`src/rtl/regfile_writeback_arbiter_pkg.sv`:
```
// Shared widths, FSM states and the FIFO entry
// type for the register-file writeback arbiter.
package regfile_writeback_arbiter_pkg;

  localparam int REG_W    = 5;
  localparam int DATA_W   = 32;
  localparam int NUM_REGS = 32;

  typedef enum logic {
    NORMAL = 1'b0,
    DRAIN  = 1'b1
  } state_t;

  typedef struct packed {
    logic [REG_W-1:0]  rd;
    logic [DATA_W-1:0] data;
  } wb_entry_t;

endpackage

```
`src/rtl/regfile_writeback_arbiter_fifo.sv`:
```
// Small synchronous FIFO buffering MDU results
// ({reg, data}) until the write port is free.
module wb_result_fifo
  import regfile_writeback_arbiter_pkg::*;
#(
  parameter int DEPTH = 4,
  parameter int AW    = $clog2(DEPTH)
) (
  input  logic      clk,
  input  logic      rst,
  input  logic      push,
  input  logic      pop,
  input  wb_entry_t din,
  output wb_entry_t dout,
  output logic      full,
  output logic      empty,
  output logic [AW:0] count
);

  wb_entry_t     mem [DEPTH];
  logic [AW-1:0] wr_ptr;
  logic [AW-1:0] rd_ptr;

  // storage needs no reset; validity comes from count
  always_ff @(posedge clk) begin
    if (push) mem[wr_ptr] <= din;
  end

  // pointers wrap naturally since DEPTH is a power of two
  always_ff @(posedge clk or posedge rst) begin
    if (rst) begin
      wr_ptr <= '0;
      rd_ptr <= '0;
      count  <= '0;
    end else begin
      if (push) wr_ptr <= wr_ptr + 1'b1;
      if (pop)  rd_ptr <= rd_ptr + 1'b1;
      case ({push, pop})
        2'b10:   count <= count + 1'b1;
        2'b01:   count <= count - 1'b1;
        default: count <= count;
      endcase
    end
  end

  assign dout  = mem[rd_ptr];
  assign full  = (count == (AW+1)'(DEPTH));
  assign empty = (count == '0);

endmodule

```
`src/rtl/regfile_writeback_arbiter.sv`:
```
// Merges pipeline writeback and buffered MDU results
// onto the register-file write port; tracks MDU busy regs.
module regfile_writeback_arbiter
  import regfile_writeback_arbiter_pkg::*;
#(
  parameter int FIFO_DEPTH   = 4,
  parameter int STARVE_LIMIT = 8
) (
  input  logic                clk,
  input  logic                rst,
  input  logic                wb_valid,
  input  logic [REG_W-1:0]    wb_reg,
  input  logic [DATA_W-1:0]   wb_data,
  input  logic                mdu_valid,
  output logic                mdu_ready,
  input  logic [REG_W-1:0]    mdu_reg,
  input  logic [DATA_W-1:0]   mdu_data,
  input  logic                issue_valid,
  input  logic [REG_W-1:0]    issue_reg,
  output logic                we,
  output logic [REG_W-1:0]    writeRegister,
  output logic [DATA_W-1:0]   writeData,
  output logic [NUM_REGS-1:0] busy_mask,
  output logic                stall_req
);

  localparam int AW = $clog2(FIFO_DEPTH);
  localparam int CW = $clog2(STARVE_LIMIT + 1);

  wb_entry_t           mdu_entry;
  wb_entry_t           head;
  logic                full;
  logic                empty;
  logic [AW:0]         count;
  logic                push;
  logic                pop;
  state_t              state;
  logic [CW-1:0]       starve_cnt;
  logic [NUM_REGS-1:0] busy_next;

  assign mdu_entry = '{rd: mdu_reg, data: mdu_data};
  assign mdu_ready = !full;
  assign push      = mdu_valid && mdu_ready;
  assign pop       = !wb_valid && !empty;
  assign stall_req = (state == DRAIN);

  wb_result_fifo #(
    .DEPTH (FIFO_DEPTH),
    .AW    (AW)
  ) u_fifo (
    .clk   (clk),
    .rst   (rst),
    .push  (push),
    .pop   (pop),
    .din   (mdu_entry),
    .dout  (head),
    .full  (full),
    .empty (empty),
    .count (count)
  );

  // register the arbitration winner; r0 is consumed silently
  always_ff @(posedge clk or posedge rst) begin
    if (rst) begin
      we            <= 1'b0;
      writeRegister <= '0;
      writeData     <= '0;
    end else begin
      unique case (1'b1)
        wb_valid: begin
          we            <= (wb_reg != '0);
          writeRegister <= wb_reg;
          writeData     <= wb_data;
        end
        pop: begin
          we            <= (head.rd != '0);
          writeRegister <= head.rd;
          writeData     <= head.data;
        end
        default: we <= 1'b0;
      endcase
    end
  end

  // retire clears first so a same-cycle issue wins
  always_comb begin
    busy_next = busy_mask;
    if (pop) busy_next[head.rd] = 1'b0;
    if (issue_valid && issue_reg != '0)
      busy_next[issue_reg] = 1'b1;
  end

  // busy scoreboard register
  always_ff @(posedge clk or posedge rst) begin
    if (rst) busy_mask <= '0;
    else     busy_mask <= busy_next;
  end

  // starvation watchdog: force a drain after too many lost cycles
  always_ff @(posedge clk or posedge rst) begin
    if (rst) begin
      state      <= NORMAL;
      starve_cnt <= '0;
    end else begin
      case (state)
        NORMAL: begin
          if (starve_cnt == CW'(STARVE_LIMIT)) begin
            state      <= DRAIN;
            starve_cnt <= '0;
          end else if (pop || count == '0) begin
            starve_cnt <= '0;
          end else if (wb_valid) begin
            starve_cnt <= starve_cnt + 1'b1;
          end
        end
        DRAIN: begin
          if (empty) state <= NORMAL;
        end
        default: state <= NORMAL;
      endcase
    end
  end

endmodule

```
`config.mk`:
```
export PLATFORM = sky130hd
export DESIGN_NAME = regfile_writeback_arbiter
export DESIGN_NICKNAME = d
export VERILOG_FILES = /design/src/rtl/regfile_writeback_arbiter_pkg.sv /design/src/rtl/regfile_writeback_arbiter_fifo.sv /design/src/rtl/regfile_writeback_arbiter.sv
export SDC_FILE = /design/constraint.sdc
export NUM_CORES = 1
export LEC_CHECK = 0
export ABC_CLOCK_PERIOD_IN_PS = 2700
export CAP_MARGIN = 20
export CORE_AREA = 5 5 144 146
export DETAILED_ROUTE_END_ITERATION = 12
export DIE_AREA = 0 0 149 151
export GPL_TIMING_DRIVEN = 0
export PLACE_DENSITY = 0.76
export SLEW_MARGIN = 5
export SYNTH_ARGS = -nofsm -noshare
export SYNTH_HDL_FRONTEND = slang
export SYNTH_HIERARCHICAL = 1
export SYNTH_SLANG_ARGS = --single-unit
```
`constraint.sdc`:
```
create_clock -name clk -period 2.7 [get_ports clk]
set_input_delay 0.81 -clock clk [delete_from_list [all_inputs] [get_ports clk]]
set_output_delay 0.81 -clock clk [all_outputs]
set_load 0.03 [all_outputs]
```
==> run_results.csv <==
group,metric,value,unit
run_status,status,"completed",
yosys,avgSynthCellArea,16.3,um2
yosys,synth_top_area_share,48.7,%
sta,finalClockSkew,0.0132,ns
layout,mostFrequentLayoutCell,"clkdlybuf4s50_1",
power,p_sw_share,34.0,%
yosys,syn_inst,559,
clocking,cts_setup_buffers,0,
global_routing,busiest_layer,"met2",
clocking,path_clk_slew,0.06,ns
sta,fin_tns_setup,0,ns
route,ant_nets,0,
critical_path,critPathCaptureType,"register",
global_routing,antenna_found_initial,1,
route,detail_route.wl_per_cell,20.3,um
power,vdd_drop_max,0.633,mV
critical_path,required,3.04,ns
yosys,ys_seq_elements,230,
critical_path,r2r_start,"u_fifo/rd_ptr[1]$_DFFE_PP0P_",
sta,fin_ws,0.203,ns
yosys,synth_warnings,6,
floorplanning,die-area,0.0225,mm2
global_routing,grt_pass1_vias,5983,
floorplanning,die_w,149,um
sta,grt_setup_unrepaired,"false",
layout,drive_gt1_share,13.9,%
power,p_sw,4.46,mW
clocking,cts.htree.levels,1,
route,wl,20800,um
layout,fin_area,0.0118,mm2
global_routing,gr-total-overflow,0,
power,p_int,8.65,mW
floorplanning,ios,156,
floorplanning,die_h,151,um
sta,slew_viol_final,0,
sta,tightest_slew,0.667,ns
clocking,cts_tree,"built",
floorplanning,start_util,47.4,%
route,dr.pass1.iters,7,
power,p_seq_share,39.4,%
layout,num-nets-final,836,
yosys,synth_seq_area_share,71.2,%
clocking,root_buffer,"clkbuf_16",
sta,finalCriticalPeriod,2.50,ns
yosys,syn_nets,651,
clocking,holdBufCountCts,0,
sta,fmaxAchievable,400,MHz
layout,n_antenna_cell,0,
power,clock_power_share,22.7,%
layout,syn_to_final_growth,29.8,%
sta,slew_headroom,55.5,%
route,vias,5613,
route,drt_iter0_drc,369,
global_routing,grt_max_degree,29,
global_routing,grt_use_met1,24.0,%
yosys,ys_types,38,
critical_path,crit_path_start,"u_fifo/rd_ptr[1]$_DFFE_PP0P_",
clocking,clkLatencyLatePin,0.50,ns
critical_path,arrival,2.84,ns
placement,placed_cell_area,0.0111,mm2
floorplanning,std_cell_rows,51,
yosys,ys_top_cells_by_area,"edfxtp_1 49%, dfrtp_1 22%, mux4_2 9.1%, mux2i_1 4.5%, o21ai_0 3.5%",
critical_path,critPathKind,"reg2reg",
critical_path,cp-start-kind,"register",
critical_path,crit_fanout,10,
clocking,clock_path_buffers,3,
global_routing,track_usage,18.3,%
placement,dpl.hpwl,14800,um
sta,setup_viol,0,
yosys,ys_async_sr_fraction,35.7,%
floorplanning,coreArea,0.0193,mm2
sta,finalHoldViolCount,0,
power,comb_power_share,37.9,%
global_routing,grt_util_met2,30.5,%
worst_hold_path,hp-class,"reg2reg",
yosys,syn_area,0.00913,mm2
run,drv_cap,0,
clocking,cts_made_buffers,23,
route,viasPerCell,5.48,
power,powerDensity,1110,mW/mm2
clocking,clock_sinks,230,
yosys,synth_edf_count,148,
sta,finalCritPeriodShare,92.5,%
global_routing,grt_pass1_wl,32200,um
global_routing,gr-usage-met3,5.24,%
placement,portBuffers,155,
placement,dp_worst_setup_slack,-0.627,ns
route,drc,0,
worst_hold_path,holdCritStartpoint,"busy_mask[5]$_DFF_PP0_",
yosys,synth_flop_cell,"edfxtp_1",
layout,final_cell_mix,"154 x clkdlybuf4s50_1, 148 x edfxtp_1, 82 x dfrtp_1",
placement,finalWeightedCongestion,0.893,
power,p_leak,4.25,nW
yosys,synth_top_area_cell,"edfxtp_1",
## area by class of cell
class | count | area, um2
fillers | 1425 | 7420
flip-flops and latches | 230 | 6500
multi-input cells | 288 | 2450
repair buffers | 161 | 1670
clock buffers | 31 | 633
well taps | 265 | 332
plain buffers | 26 | 141
clock inverters | 10 | 73.8
inverters | 14 | 56.3
## worst max-delay path: stages (launching register included)
cell     delay (ns)
dfrtp_1        0.33
buf_2          0.30
buf_2          0.34
mux4_2         0.41
or4b_1         0.47
buf_2          0.21
o21ai_1        0.15
o21ai_0        0.12
## repair_timing
item	CTS	global route
resized for setup	2	1
cloned	0	0
endpoints found under the setup margin	2	1
## routing by layer
| layer | wire (um) | vias up | part of all wire, % |
|---|---|---|---|
| li1 | - | 2516 | - |
| met1 | 8130 | 2775 | 39 |
| met2 | 10100 | 285 | 49 |
| met3 | 2130 | 35 | 10 |
| met4 | 425 | 2 | 2.0 |
| met5 | 13 | - | 0.062 |
## sequential cells by signal (all words and copies together) (netlist names)
signal         cells
u_fifo/mem       148
busy_mask         32
writeData         32
writeRegister      5
starve_cnt         4
u_fifo/count       3
u_fifo/rd_ptr      2
u_fifo/wr_ptr      2
stall_req          1
we                 1
## cells in the mapped netlist, types with 2 or more instances
master	number
ha_1	7
clkbuf_1	7
or4b_1	2
or3_1	3
mux4_2	37
or4_1	2
xnor2_1	2
nand3b_1	9
buf_6	3
o21ai_0	64
nand4b_1	2
buf_4	2
nand2_1	45
edfxtp_1	148
o21ai_1	36
or3b_2	5
dfrtp_1	82
xor2_1	4
inv_1	14
buf_1	4
mux2i_1	41
and2_1	4
nor2_1	5
nand3_1	7
buf_2	11
## kinds of logic after synthesis
family,Yosys count,share of synthesized area [%]
DFF,230,71.2
AOI/OAI and AO/OA,107,6.10
and+or+nand+nor,89,5.18
muxes,78,13.6
buffers and inverters,41,2.17
adders and majority gates,8,1.18
xor gates and xnor gates,6,0.576
## final timing paths
kind                                                     to  slack (ns)  cells after the start
min in group asynchronous       u_fifo/count[2]$_DFFE_PP0P_        0.65                      2
worst max-delay path                busy_mask[25]$_DFF_PP0_        0.20                      7
worst min register to register       busy_mask[5]$_DFF_PP0_        0.50                      2
worst min-delay path                 busy_mask[5]$_DFF_PP0_        0.50                      2
worst max register to register      busy_mask[25]$_DFF_PP0_        0.20                      7
max in group asynchronous         writeData[10]$_DFFE_PP0P_        1.19                      4
## power groups by stage
stage               Clock [mW]  Combinational, mW  Sequential, mW
floorplan                    0               2.24            6.01
global route              3.21               5.31            5.26
global placement             0               4.76            5.20
CTS                       3.03               5.01            5.17
detailed placement           0               4.99            5.24
finish                    2.98               4.97            5.17
## stage by stage
step	cells	hold WS, ns	util, %	power (mW)
finish	1025	0.499	61.5	13.1
global route	1025	0.526	61.5	13.8
CTS	1026	0.499	61.5	13.2
detailed placement	985	0.486	57.8	10.2
global placement	979	0.474	57.2	9.96
floorplan	559	0.470	-	8.25
(Power assumes the default switching activity.)
